`src/rtl/lcd_pkg.sv`:
```
// Shared constants, state encodings and helpers for the character-LCD refresh sequencer.
// Included by the frame controller and the bus-write timing engine.
package lcd_pkg;

   localparam logic [7:0] FUNC_SET_8B2L = 8'h38;
   localparam logic [7:0] DISP_ON       = 8'h0C;
   localparam logic [7:0] CLEAR         = 8'h01;
   localparam logic [7:0] HOME          = 8'h02;
   localparam logic [7:0] ENTRY_INC     = 8'h06;
   localparam logic [7:0] DDRAM_L1      = 8'h80;
   localparam logic [7:0] DDRAM_L2      = 8'hC0;

   localparam int unsigned INIT_LEN   = 32'd6;
   localparam int unsigned INIT_PTR_W = 32'd3;

   typedef enum logic [2:0] {
      ST_PWRUP = 3'd0,
      ST_INIT  = 3'd1,
      ST_ADDR  = 3'd2,
      ST_CHAR  = 3'd3,
      ST_IDLE  = 3'd4
   } frame_state_t;

   typedef enum logic [1:0] {
      WR_IDLE  = 2'd0,
      WR_SETUP = 2'd1,
      WR_EHIGH = 2'd2,
      WR_HOLD  = 2'd3
   } wr_state_t;

   function automatic int unsigned max_u(input int unsigned a, input int unsigned b);
      return (a > b) ? a : b;
   endfunction

   function automatic logic [7:0] init_cmd(input logic [INIT_PTR_W-1:0] ptr);
      logic [7:0] cmd;
      case (ptr)
         3'd0, 3'd1, 3'd2: cmd = FUNC_SET_8B2L;
         3'd3:             cmd = DISP_ON;
         3'd4:             cmd = CLEAR;
         3'd5:             cmd = ENTRY_INC;
         default:          cmd = FUNC_SET_8B2L;
      endcase
      return cmd;
   endfunction

   // Clear and return-home need the long execution wait; everything else is short.
   function automatic logic is_long_cmd(input logic rs, input logic [7:0] data);
      return (rs == 1'b0) && ((data == CLEAR) || (data == HOME));
   endfunction

endpackage

```
`src/rtl/lcd_bus_writer.sv`:
```
// One LCD bus write per start: SETUP, then lcd_e high, then the post-write execution wait.
// A new start accepted on the done cycle chains writes back to back with no idle gap.
module lcd_bus_writer
   import lcd_pkg::*;
#(
   parameter int unsigned SETUP_CYC    = 32'd4,
   parameter int unsigned E_HIGH_CYC   = 32'd12,
   parameter int unsigned CMD_WAIT_CYC = 32'd2000,
   parameter int unsigned CLR_WAIT_CYC = 32'd82000
) (
   input  logic       clk,
   input  logic       rst,
   input  logic       start,
   input  logic       rs,
   input  logic [7:0] data,
   output logic       done,
   output logic       lcd_rs,
   output logic       lcd_e,
   output logic [7:0] lcd_data
);

   localparam int unsigned MAX_CYC = max_u(max_u(SETUP_CYC, E_HIGH_CYC),
                                           max_u(CMD_WAIT_CYC, CLR_WAIT_CYC));
   localparam int unsigned CNT_W = $clog2(MAX_CYC + 32'd1);
   localparam logic [CNT_W-1:0] SETUP_LAST = CNT_W'(SETUP_CYC - 32'd1);
   localparam logic [CNT_W-1:0] EHIGH_LAST = CNT_W'(E_HIGH_CYC - 32'd1);
   localparam logic [CNT_W-1:0] CMD_LAST   = CNT_W'(CMD_WAIT_CYC - 32'd1);
   localparam logic [CNT_W-1:0] CLR_LAST   = CNT_W'(CLR_WAIT_CYC - 32'd1);

   wr_state_t        state_r, state_nxt_s;
   logic [CNT_W-1:0] cnt_r, cnt_nxt_s, hold_last_s;
   logic             long_r, done_s, start_ok_s, setup_end_s;
   logic             lcd_rs_r, lcd_e_r;
   logic [7:0]       lcd_data_r;

   // Phase sequencing and cycle counting for the write in flight.
   always_comb begin
      state_nxt_s = state_r;
      cnt_nxt_s   = cnt_r;
      done_s      = 1'b0;
      setup_end_s = 1'b0;
      hold_last_s = long_r ? CLR_LAST : CMD_LAST;
      case (state_r)
         WR_IDLE: begin
            if (start) begin
               state_nxt_s = WR_SETUP;
               cnt_nxt_s   = {CNT_W{1'b0}};
            end else begin
               cnt_nxt_s   = {CNT_W{1'b0}};
            end
         end
         WR_SETUP: begin
            if (cnt_r == SETUP_LAST) begin
               setup_end_s = 1'b1;
               state_nxt_s = WR_EHIGH;
               cnt_nxt_s   = {CNT_W{1'b0}};
            end else begin
               cnt_nxt_s   = cnt_r + {{(CNT_W-1){1'b0}}, 1'b1};
            end
         end
         WR_EHIGH: begin
            if (cnt_r == EHIGH_LAST) begin
               state_nxt_s = WR_HOLD;
               cnt_nxt_s   = {CNT_W{1'b0}};
            end else begin
               cnt_nxt_s   = cnt_r + {{(CNT_W-1){1'b0}}, 1'b1};
            end
         end
         WR_HOLD: begin
            if (cnt_r == hold_last_s) begin
               done_s      = 1'b1;
               state_nxt_s = start ? WR_SETUP : WR_IDLE;
               cnt_nxt_s   = {CNT_W{1'b0}};
            end else begin
               cnt_nxt_s   = cnt_r + {{(CNT_W-1){1'b0}}, 1'b1};
            end
         end
         default: begin
            state_nxt_s = WR_IDLE;
            cnt_nxt_s   = {CNT_W{1'b0}};
         end
      endcase
      start_ok_s = start && ((state_r == WR_IDLE) || done_s);
   end

   // Phase/counter state and the registered LCD pins; rs is taken at start, data at end of setup.
   always_ff @(posedge clk or negedge rst) begin
      if (!rst) begin
         state_r    <= WR_IDLE;
         cnt_r      <= {CNT_W{1'b0}};
         long_r     <= 1'b0;
         lcd_rs_r   <= 1'b0;
         lcd_e_r    <= 1'b0;
         lcd_data_r <= 8'h00;
      end else begin
         state_r <= state_nxt_s;
         cnt_r   <= cnt_nxt_s;
         lcd_e_r <= (state_nxt_s == WR_EHIGH);
         if (start_ok_s) begin
            lcd_rs_r <= rs;
         end
         if (setup_end_s) begin
            lcd_data_r <= data;
            long_r     <= is_long_cmd(lcd_rs_r, data);
         end
      end
   end

   assign done     = done_s;
   assign lcd_rs   = lcd_rs_r;
   assign lcd_e    = lcd_e_r;
   assign lcd_data = lcd_data_r;

endmodule

```
`src/rtl/lcd_refresh_ctrl.sv`:
```
// Frame sequencer for a 16x2 character LCD: power-up delay, init list, then periodic 32-char
// scans of the display list, each line preceded by its DDRAM address command.
module lcd_refresh_ctrl
   import lcd_pkg::*;
#(
   parameter int unsigned PWRUP_CYC    = 32'd750000,
   parameter int unsigned E_HIGH_CYC   = 32'd12,
   parameter int unsigned SETUP_CYC    = 32'd4,
   parameter int unsigned CMD_WAIT_CYC = 32'd2000,
   parameter int unsigned CLR_WAIT_CYC = 32'd82000,
   parameter int unsigned REFRESH_CYC  = 32'd5000000
) (
   input  logic       clk,
   input  logic       rst,
   input  logic       refresh_req,
   input  logic [7:0] char_in,
   output logic [4:0] index,
   output logic       lcd_rs,
   output logic       lcd_rw,
   output logic       lcd_e,
   output logic [7:0] lcd_data,
   output logic       init_done,
   output logic       frame_busy
);

   localparam int unsigned TMR_W = $clog2(max_u(PWRUP_CYC, REFRESH_CYC) + 32'd1);
   localparam logic [TMR_W-1:0]      PWRUP_LAST   = TMR_W'(PWRUP_CYC - 32'd1);
   localparam logic [TMR_W-1:0]      REFRESH_LAST = TMR_W'(REFRESH_CYC - 32'd1);
   localparam logic [INIT_PTR_W-1:0] INIT_LAST    = INIT_PTR_W'(INIT_LEN - 32'd1);

   frame_state_t            state_r, state_nxt_s;
   logic [TMR_W-1:0]        tmr_r, tmr_nxt_s;
   logic [INIT_PTR_W-1:0]   init_ptr_r, init_ptr_nxt_s;
   logic [4:0]              index_r, index_nxt_s;
   logic                    init_done_r, init_done_nxt_s;
   logic                    frame_busy_r, frame_busy_nxt_s;
   logic                    pend_r, pend_nxt_s;
   logic                    start_s, start_rs_s, wr_done_s;
   logic [7:0]              wr_data_s;

   // Frame FSM: decides when the next write launches and what it carries.
   always_comb begin
      state_nxt_s      = state_r;
      tmr_nxt_s        = tmr_r;
      init_ptr_nxt_s   = init_ptr_r;
      index_nxt_s      = index_r;
      init_done_nxt_s  = init_done_r;
      frame_busy_nxt_s = frame_busy_r;
      pend_nxt_s       = pend_r | refresh_req;
      start_s          = 1'b0;
      start_rs_s       = 1'b0;
      case (state_r)
         ST_PWRUP: begin
            if (tmr_r == PWRUP_LAST) begin
               state_nxt_s    = ST_INIT;
               tmr_nxt_s      = {TMR_W{1'b0}};
               init_ptr_nxt_s = {INIT_PTR_W{1'b0}};
               start_s        = 1'b1;
            end else begin
               tmr_nxt_s      = tmr_r + {{(TMR_W-1){1'b0}}, 1'b1};
            end
         end
         ST_INIT: begin
            if (wr_done_s && (init_ptr_r == INIT_LAST)) begin
               state_nxt_s      = ST_ADDR;
               init_done_nxt_s  = 1'b1;
               index_nxt_s      = 5'd0;
               frame_busy_nxt_s = 1'b1;
               start_s          = 1'b1;
            end else if (wr_done_s) begin
               init_ptr_nxt_s   = init_ptr_r + {{(INIT_PTR_W-1){1'b0}}, 1'b1};
               start_s          = 1'b1;
            end else begin
               start_s          = 1'b0;
            end
         end
         ST_ADDR: begin
            if (wr_done_s) begin
               state_nxt_s = ST_CHAR;
               start_s     = 1'b1;
               start_rs_s  = 1'b1;
            end else begin
               start_s     = 1'b0;
            end
         end
         ST_CHAR: begin
            if (wr_done_s && (index_r == 5'd15)) begin
               state_nxt_s      = ST_ADDR;
               index_nxt_s      = 5'd16;
               start_s          = 1'b1;
            end else if (wr_done_s && (index_r == 5'd31)) begin
               state_nxt_s      = ST_IDLE;
               index_nxt_s      = 5'd0;
               frame_busy_nxt_s = 1'b0;
               tmr_nxt_s        = {TMR_W{1'b0}};
            end else if (wr_done_s) begin
               index_nxt_s      = index_r + 5'd1;
               start_s          = 1'b1;
               start_rs_s       = 1'b1;
            end else begin
               start_s          = 1'b0;
            end
         end
         ST_IDLE: begin
            if (pend_r || refresh_req || (tmr_r == REFRESH_LAST)) begin
               state_nxt_s      = ST_ADDR;
               frame_busy_nxt_s = 1'b1;
               pend_nxt_s       = 1'b0;
               tmr_nxt_s        = {TMR_W{1'b0}};
               start_s          = 1'b1;
            end else begin
               tmr_nxt_s        = tmr_r + {{(TMR_W-1){1'b0}}, 1'b1};
            end
         end
         default: begin
            state_nxt_s = ST_PWRUP;
            tmr_nxt_s   = {TMR_W{1'b0}};
         end
      endcase
   end

   // Byte presented to the writer for the write currently in its setup phase.
   always_comb begin
      case (state_r)
         ST_INIT: wr_data_s = init_cmd(init_ptr_r);
         ST_ADDR: wr_data_s = index_r[4] ? DDRAM_L2 : DDRAM_L1;
         ST_CHAR: wr_data_s = char_in;
         default: wr_data_s = 8'h00;
      endcase
   end

   // Frame FSM, timer, pointers and status flag registers.
   always_ff @(posedge clk or negedge rst) begin
      if (!rst) begin
         state_r      <= ST_PWRUP;
         tmr_r        <= {TMR_W{1'b0}};
         init_ptr_r   <= {INIT_PTR_W{1'b0}};
         index_r      <= 5'd0;
         init_done_r  <= 1'b0;
         frame_busy_r <= 1'b0;
         pend_r       <= 1'b0;
      end else begin
         state_r      <= state_nxt_s;
         tmr_r        <= tmr_nxt_s;
         init_ptr_r   <= init_ptr_nxt_s;
         index_r      <= index_nxt_s;
         init_done_r  <= init_done_nxt_s;
         frame_busy_r <= frame_busy_nxt_s;
         pend_r       <= pend_nxt_s;
      end
   end

   lcd_bus_writer #(
      .SETUP_CYC    (SETUP_CYC),
      .E_HIGH_CYC   (E_HIGH_CYC),
      .CMD_WAIT_CYC (CMD_WAIT_CYC),
      .CLR_WAIT_CYC (CLR_WAIT_CYC)
   ) u_writer (
      .clk      (clk),
      .rst      (rst),
      .start    (start_s),
      .rs       (start_rs_s),
      .data     (wr_data_s),
      .done     (wr_done_s),
      .lcd_rs   (lcd_rs),
      .lcd_e    (lcd_e),
      .lcd_data (lcd_data)
   );

   assign lcd_rw     = 1'b0;
   assign index      = index_r;
   assign init_done  = init_done_r;
   assign frame_busy = frame_busy_r;

endmodule

```
`config.mk`:
```
export PLATFORM = sky130hd
export DESIGN_NAME = lcd_refresh_ctrl
export DESIGN_NICKNAME = d
export VERILOG_FILES = /design/src/rtl/lcd_pkg.sv /design/src/rtl/lcd_bus_writer.sv /design/src/rtl/lcd_refresh_ctrl.sv
export SDC_FILE = /design/constraint.sdc
export NUM_CORES = 1
export LEC_CHECK = 0
export CAP_MARGIN = 20
export CELL_PAD_IN_SITES_DETAIL_PLACEMENT = 1
export CELL_PAD_IN_SITES_GLOBAL_PLACEMENT = 1
export CORE_ASPECT_RATIO = 0.7
export CORE_UTILIZATION = 49
export DETAILED_ROUTE_END_ITERATION = 7
export PLACE_DENSITY = 0.9
export SKIP_CTS_REPAIR_TIMING = 1
export SYNTH_ARGS = -nofsm -noshare
export SYNTH_HDL_FRONTEND = slang
export SYNTH_HIERARCHICAL = 1
export SYNTH_SLANG_ARGS = --single-unit
```
`constraint.sdc`:
```
create_clock -name clk -period 5.65 [get_ports clk]
set_input_delay 1.13 -clock clk [delete_from_list [all_inputs] [get_ports clk]]
set_output_delay 1.13 -clock clk [all_outputs]
set_load 0.02 [all_outputs]
```
==> results of run 1 <==
## power by group
group | total [W] | internal, W | switching (W)
logic | 0.0000176 | 0.00000617 | 0.0000114
clock network | 0.000617 | 0.000410 | 0.000208
registers | 0.000480 | 0.000480 | 0.00000000000000000000739
## layer usage
layer	vias to the layer above	global-route usage (%)
met5	-	0
met4	0	8.784
met3	15	6.587
met2	94	45.70
met1	1745	39.63
li1	1546	-
## final timing paths
| path | startpoint | to | slack [ns] | depth (start not counted) |
|---|---|---|---|---|
| worst max-delay path | u_writer/cnt_r[4] | u_writer/lcd_rs | 2.11 | 9 |
| worst min-delay path | u_writer/lcd_data[0] | u_writer/lcd_data[0] | 0.51 | 1 |
| worst max register to register | u_writer/cnt_r[4] | u_writer/lcd_rs | 2.11 | 9 |
| worst min register to register | u_writer/lcd_data[0] | u_writer/lcd_data[0] | 0.51 | 1 |
| max in group asynchronous | rst | tmr_r[8] | 3.88 | 2 |
| min in group asynchronous | rst | u_writer/lcd_data[6] | 0.78 | 1 |
## logic make-up (layout without fill, tap and decap cells)
| group | count (synthesis) | in the layout | share of synthesized area [%] |
|---|---|---|---|
| compound gates | 69 | 69 | 11.46 |
| xor+xnor | 34 | 34 | 7.638 |
| fa+ha+maj | 9 | 9 | 2.888 |
| buf+inv | 32 | 59 | 3.787 |
| flops | 67 | 67 | 43.00 |
| mux | 12 | 12 | 4.076 |
| other cells | 1 | 1 | 0.09618 |
| simple gates | 199 | 199 | 27.05 |
## cells in the final DEF, fill, tap and decap left out, drive strengths merged, types with 3 or more instances in the layout
| cell | netlist | routed |
|---|---|---|
| or4b | 3 | 3 |
| nand2b | 5 | 5 |
| a21oi | 15 | 15 |
| or3 | 3 | 3 |
| o22ai | 4 | 4 |
| nor3b | 4 | 4 |
| nor2b | 6 | 6 |
| nor4 | 13 | 13 |
| dfrtp | 67 | 67 |
| xnor2 | 26 | 26 |
| inv | 14 | 14 |
| mux2 | 10 | 10 |
| buf | 5 | 3 |
| nor2 | 61 | 61 |
| o21ai | 22 | 22 |
| clkdlybuf4s50 | 0 | 26 |
| xor2 | 8 | 8 |
| nor3 | 12 | 12 |
| nand3 | 13 | 13 |
| o21a | 3 | 3 |
| ha | 9 | 9 |
| and3 | 12 | 12 |
| nand4 | 15 | 15 |
| clkbuf | 13 | 12 |
| or4 | 4 | 4 |
| nand2 | 36 | 36 |
| and4 | 3 | 3 |
| a22o | 3 | 3 |
## worst max-delay path, cell delays in order (launching register included)
cell      delay [ns]
dfrtp_1         0.44
nor4_2          0.37
nor3b_1         0.40
and3_1          0.68
a21boi_0        0.19
o41ai_1         0.66
nand2b_1        0.14
mux2_2          0.30
o22ai_1         0.16
a21oi_1         0.06
## sequential cells by signal, indices dropped and copies added (netlist names)
name	cells
state_r	3
tmr_r	23
u_writer/cnt_r	17
frame_busy	1
u_writer/lcd_data	8
init_done	1
u_writer/lcd_e	1
index	5
u_writer/lcd_rs	1
pend_r	1
init_ptr_r	3
u_writer/long_r	1
u_writer/state_r	2
## final cells by class
class,count,area [um2]
Inverter,14,52.55
Fill cell,864,2947
Clock buffer,12,256.5
Clock inverter,4,72.57
Multi-Input combinational cell,324,2074
Timing Repair Buffer,29,280.3
Sequential cell,67,1677
Tap cell,98,122.6
## metrics by stage
stage / setup WS, ns / power (W) / hold WS, ns / util [%]
global placement: 2.531 / 0.0005064 / 0.4667 / 56.22
global route: 1.809 / 0.001143 / 0.5329 / 60.62
CTS: 2.113 / 0.001126 / 0.5090 / 60.62
floorplan: 2.591 / 0.0004901 / 0.4479 / -
finish: 2.108 / 0.001115 / 0.5052 / 60.62
detailed placement: 2.187 / 0.0005069 / 0.4967 / 56.22
==> qor.yml, run 1 <==
synth:
  synth.distinct_cells: 62
  ys_seq_elements: 67
  seq_area_frac_synth_pct: 43.00
  synth_edf_count: 0
  syn_area_per_cell_um2: 9.217
  synth.top_cells.by_count: "dfrtp_1, nor2_1, nand2_1"
  yosysMostFrequentCell: "dfrtp_1"
  syn_inst: 423
  yosysWarnings: 6
  synth_ff_type: "dfrtp_1"
  synth_area_leader_cell: "dfrtp_1"
  syn-num-nets: 443
  synth_area_leaders: "dfrtp_1, nor2_1, xnor2_1"
  postSynth.asyncResetShare_pct: 100.0
  syn_area_mm2: 0.003899
  netlist.area_leader.share_pct: 43.00
timing:
  fmax_mhz: 282.3
  maxSlewViolCount: 0
  timing.final.crit_share_pct: 62.69
  slew_headroom_pct: 35.14
  fin_setup_tns_ns: 0
  rsz0062_at_grt: "false"
  setup_viol: 0
  final-hold-violation-count: 0
  worst_pin_slew_ns: 0.9729
  finClkSkew_ns: 0.007029
  fin_crit_ns: 3.542
route:
  routed-via-count: 3400
  dr.pass1.iters: 5
  route.met2.wl_um: 5296
  ant_nets: 0
  drt-met1-wl_um: 4965
  routedWlPerCell_um: 19.95
  route.met3.wl_um: 537
  drt-total-wl_um: 10930
  dr.max_layer_used: "met4"
  drt_drc_violations_left: 0
  drtIter0Drc: 164
  vias_per_cell: 6.204
global_routing:
  first_global_vias: 3574
  overflow: 0
  track_usage_pct: 29.02
  grt_max_degree: 46
  antenna_found_initial: 0
  grt_pass1_wl_um: 18560
floorplanning:
  core_mm2: 0.007482
  rows: 26
  io_pins: 29
  die-width_um: 108.6
  dieHeight_um: 76.63
  initial_core_util_pct: 52.11
  dieArea_mm2: 0.008323
critical_path:
  cp_data_arrival_time_ns: 3.74
  endpoint_kind: "flip-flop"
  cp.required_ns: 5.85
  worstSetupPathType: "reg2reg"
  crit_fanout: 20
  start_kind: "flip-flop"
finish:
  final_nets: 465
  postLayoutCellArea_mm2: 0.004536
  drive_above_1_share_pct: 8.667
  instances_no_fill: 548
  diodes: 0
  synthToLayoutAreaGrowth_pct: 16.34
clock_network:
  clockBufferDepth: 2
  path_clk_slew_ns: 0.06
  cts.sinks: 67
  htree_levels: 3
  cts_tree: "yes"
  clock_latency_ns: 0.34
  numCtsBuffers: 9
  root_buffer: "clkbuf_16"
pwr:
  peakVddDrop_v: 0.0001894
  power_density_mw_per_mm2: 245.9
  leakage_nw: 1.907
job:
  drv_cap: 0
placed_design:
  numPortBuffers: 27
  place.gp.congestion: 0.8193
  postPlaceCellArea_mm2: 0.004207
  hpwl_um: 7359
  place_inst: 532
hold_path:
  hp-class: "reg2reg"
run_status:
  status: "complete, no violations"
(Power assumes the default switching activity.)
==> run 2, diff against run 1 <==
--- a/config.mk
+++ b/config.mk
@@ -9,9 +9,9 @@
 export CELL_PAD_IN_SITES_DETAIL_PLACEMENT = 1
 export CELL_PAD_IN_SITES_GLOBAL_PLACEMENT = 1
 export CORE_ASPECT_RATIO = 0.7
-export CORE_UTILIZATION = 49
+export CORE_UTILIZATION = 41
 export DETAILED_ROUTE_END_ITERATION = 7
-export PLACE_DENSITY = 0.9
+export PLACE_DENSITY = 0.81
 export SKIP_CTS_REPAIR_TIMING = 1
 export SYNTH_ARGS = -nofsm -noshare
 export SYNTH_HDL_FRONTEND = slang
==> constraint.sdc (replaced) <==
create_clock -name clk -period 3.2 [get_ports clk]
set_input_delay 0.64 -clock clk [delete_from_list [all_inputs] [get_ports clk]]
set_output_delay 0.64 -clock clk [all_outputs]
set_load 0.02 [all_outputs]
==> qor.yml, run 2 (synthesized netlist as in run 1, its figures left out) <==
critical_path:
  cp_data_arrival_time_ns: 3.18
  cp-startpoint: "tmr_r[11]"
  r2r-end: "u_writer/lcd_rs"
  worstSetupPathType: "reg2reg"
  crit_end: "u_writer/lcd_rs"
  start_kind: "flip-flop"
  cp.required_ns: 3.41
  r2r_start: "tmr_r[11]"
  endpoint_kind: "flip-flop"
  crit_fanout: 6
  r2r_slack_ns: 0.23
  rr_worst_depth: 9
clock_network:
  numCtsBuffers: 9
  cts.sinks: 67
  root_buffer: "clkbuf_16"
  cts_tree: "yes"
  clockBufferDepth: 2
  clock_latency_ns: 0.34
  htree_levels: 3
  path_clk_slew_ns: 0.06
finish:
  synthToLayoutAreaGrowth_pct: 18.97
  largest_reg_flops: 23
  final_common_cell: "dfrtp_1"
  mostFrequentLayoutCells: "dfrtp_1, nor2_1, nand2_1"
  final_nets: 473
  diodes: 0
  largest-register: "tmr_r"
  fillers: 1045
  final_core_utilization_pct: 50.73
  drive_above_1_share_pct: 10.92
run_status:
  status: "complete, no violations"
floorplanning:
  die-width_um: 118.6
  io_pins: 29
  dieHeight_um: 83.59
  rows: 29
  initial_core_util_pct: 42.64
  core_mm2: 0.009144
  dieArea_mm2: 0.009909
job:
  drv_cap: 0
placed_design:
  hpwl_um: 7219
  place.gp.congestion: 0.8645
  pre_cts_slack_ns: 0.2840
  numPortBuffers: 27
timing:
  rsz0062_at_grt: "false"
  fmax_mhz: 336.8
  timing.final.crit_share_pct: 92.80
  hold-worst-slack_ns: 0.3375
  fin_setup_tns_ns: 0
  fin_crit_ns: 2.969
  final-hold-violation-count: 0
  worst_pin_slew_ns: 0.6870
  finClkSkew_ns: 0.008750
  setup_slack_ns: 0.2306
  setup_viol: 0
  slew_headroom_pct: 54.20
  maxSlewViolCount: 0
route:
  ant_nets: 0
  drt-total-wl_um: 10430
  drtIter0Drc: 162
  routedWlPerCell_um: 17.93
  drt_drc_violations_left: 0
  vias_per_cell: 5.749
  dr.pass1.iters: 4
  routed-via-count: 3346
global_routing:
  grt_max_degree: 41
  first_global_vias: 3458
  antenna_found_initial: 0
  use_met3_pct: 5.464
  overflow: 0
  busiest_layer: "met2"
  use_met1_pct: 29.13
  grt_pass1_wl_um: 17600
  track_usage_pct: 22.58
  met2_usage_pct: 37.05
pwr:
  power_density_mw_per_mm2: 419.4
  power.share.sequential_pct: 43.6
  leakage_nw: 1.961
  peakVddDrop_v: 0.0002827
  p_clk_share_pct: 54.7
  power_switching_w: 0.0004053
  pwr-share-comb_pct: 1.7
  power.internal_w: 0.001540
  switching_share_pct: 20.83
hold_path:
  hp-class: "in2async"
run 2: cell types whose count changed in the layout (fill, tap and decap cells not counted):
cell and change:
clkinv_4 +2, clkbuf_1 -1, o41ai_2 +1, clkinv_2 +2
and3_1 -1, buf_4 +7, clkinvlp_4 -1, o41ai_1 -1
and3_2 +1, buf_12 +1, clkbuf_8 -2
run 2: cell type report:
class | count | area (um2) | share of cell area (%)
inverter | 14 | 52.55 | 1.133
multi-input combinational | 324 | 2083 | 44.92
sequential | 67 | 1677 | 36.15
timing repair buffer | 37 | 352.8 | 7.607
clock buffer | 9 | 225.2 | 4.856
clock inverter | 7 | 92.59 | 1.996
tap | 124 | 155.1 | 3.345
run 2: worst min path at each step:
stage               from                   end  slack (ns)  depth (start not counted)
2_1_floorplan        rst            frame_busy        0.34                          0
3_3_place_gp   init_done             init_done        0.47                          1
3_5_place_dp   init_done             init_done        0.46                          1
4_1_cts              rst  u_writer/lcd_data[4]        0.35                          1
5_1_grt              rst  u_writer/lcd_data[4]        0.38                          1
6_report             rst  u_writer/lcd_data[4]        0.34                          1
run 2: power by group through the flow:
stage / clock network (W) / registers (W) / logic [W]
floorplan: 0 / 0.000863 / 0.00000244
global placement: 0 / 0.000863 / 0.0000342
detailed placement: 0 / 0.000863 / 0.0000342
CTS: 0.00110 / 0.000847 / 0.0000347
global route: 0.00113 / 0.000847 / 0.0000375
finish: 0.00107 / 0.000848 / 0.0000329
run 2: stage by stage:
stage / area [um2] / std cells / total power [W]
floorplan: 3899 / 423 / 0.0008654
global placement: 4304 / 565 / 0.0008969
detailed placement: 4304 / 565 / 0.0008969
CTS: 4622 / 581 / 0.001978
global route: 4638 / 582 / 0.002013
finish: 4638 / 582 / 0.001945
run 2: per-layer routing:
metal	up-vias	wire length (um)
li1	1570	-
met1	1698	4983
met2	64	4915
met3	14	396
met4	0	139
met5	-	0
run 2: worst max-delay path, stage by stage (launching register included):
cell,delay [ns]
dfrtp_1,0.45
or4b_1,0.52
or4_1,0.52
nor2_1,0.19
nor3_1,0.09
o41ai_2,0.40
nand2b_1,0.15
mux2_2,0.29
o22ai_1,0.17
a21oi_1,0.07
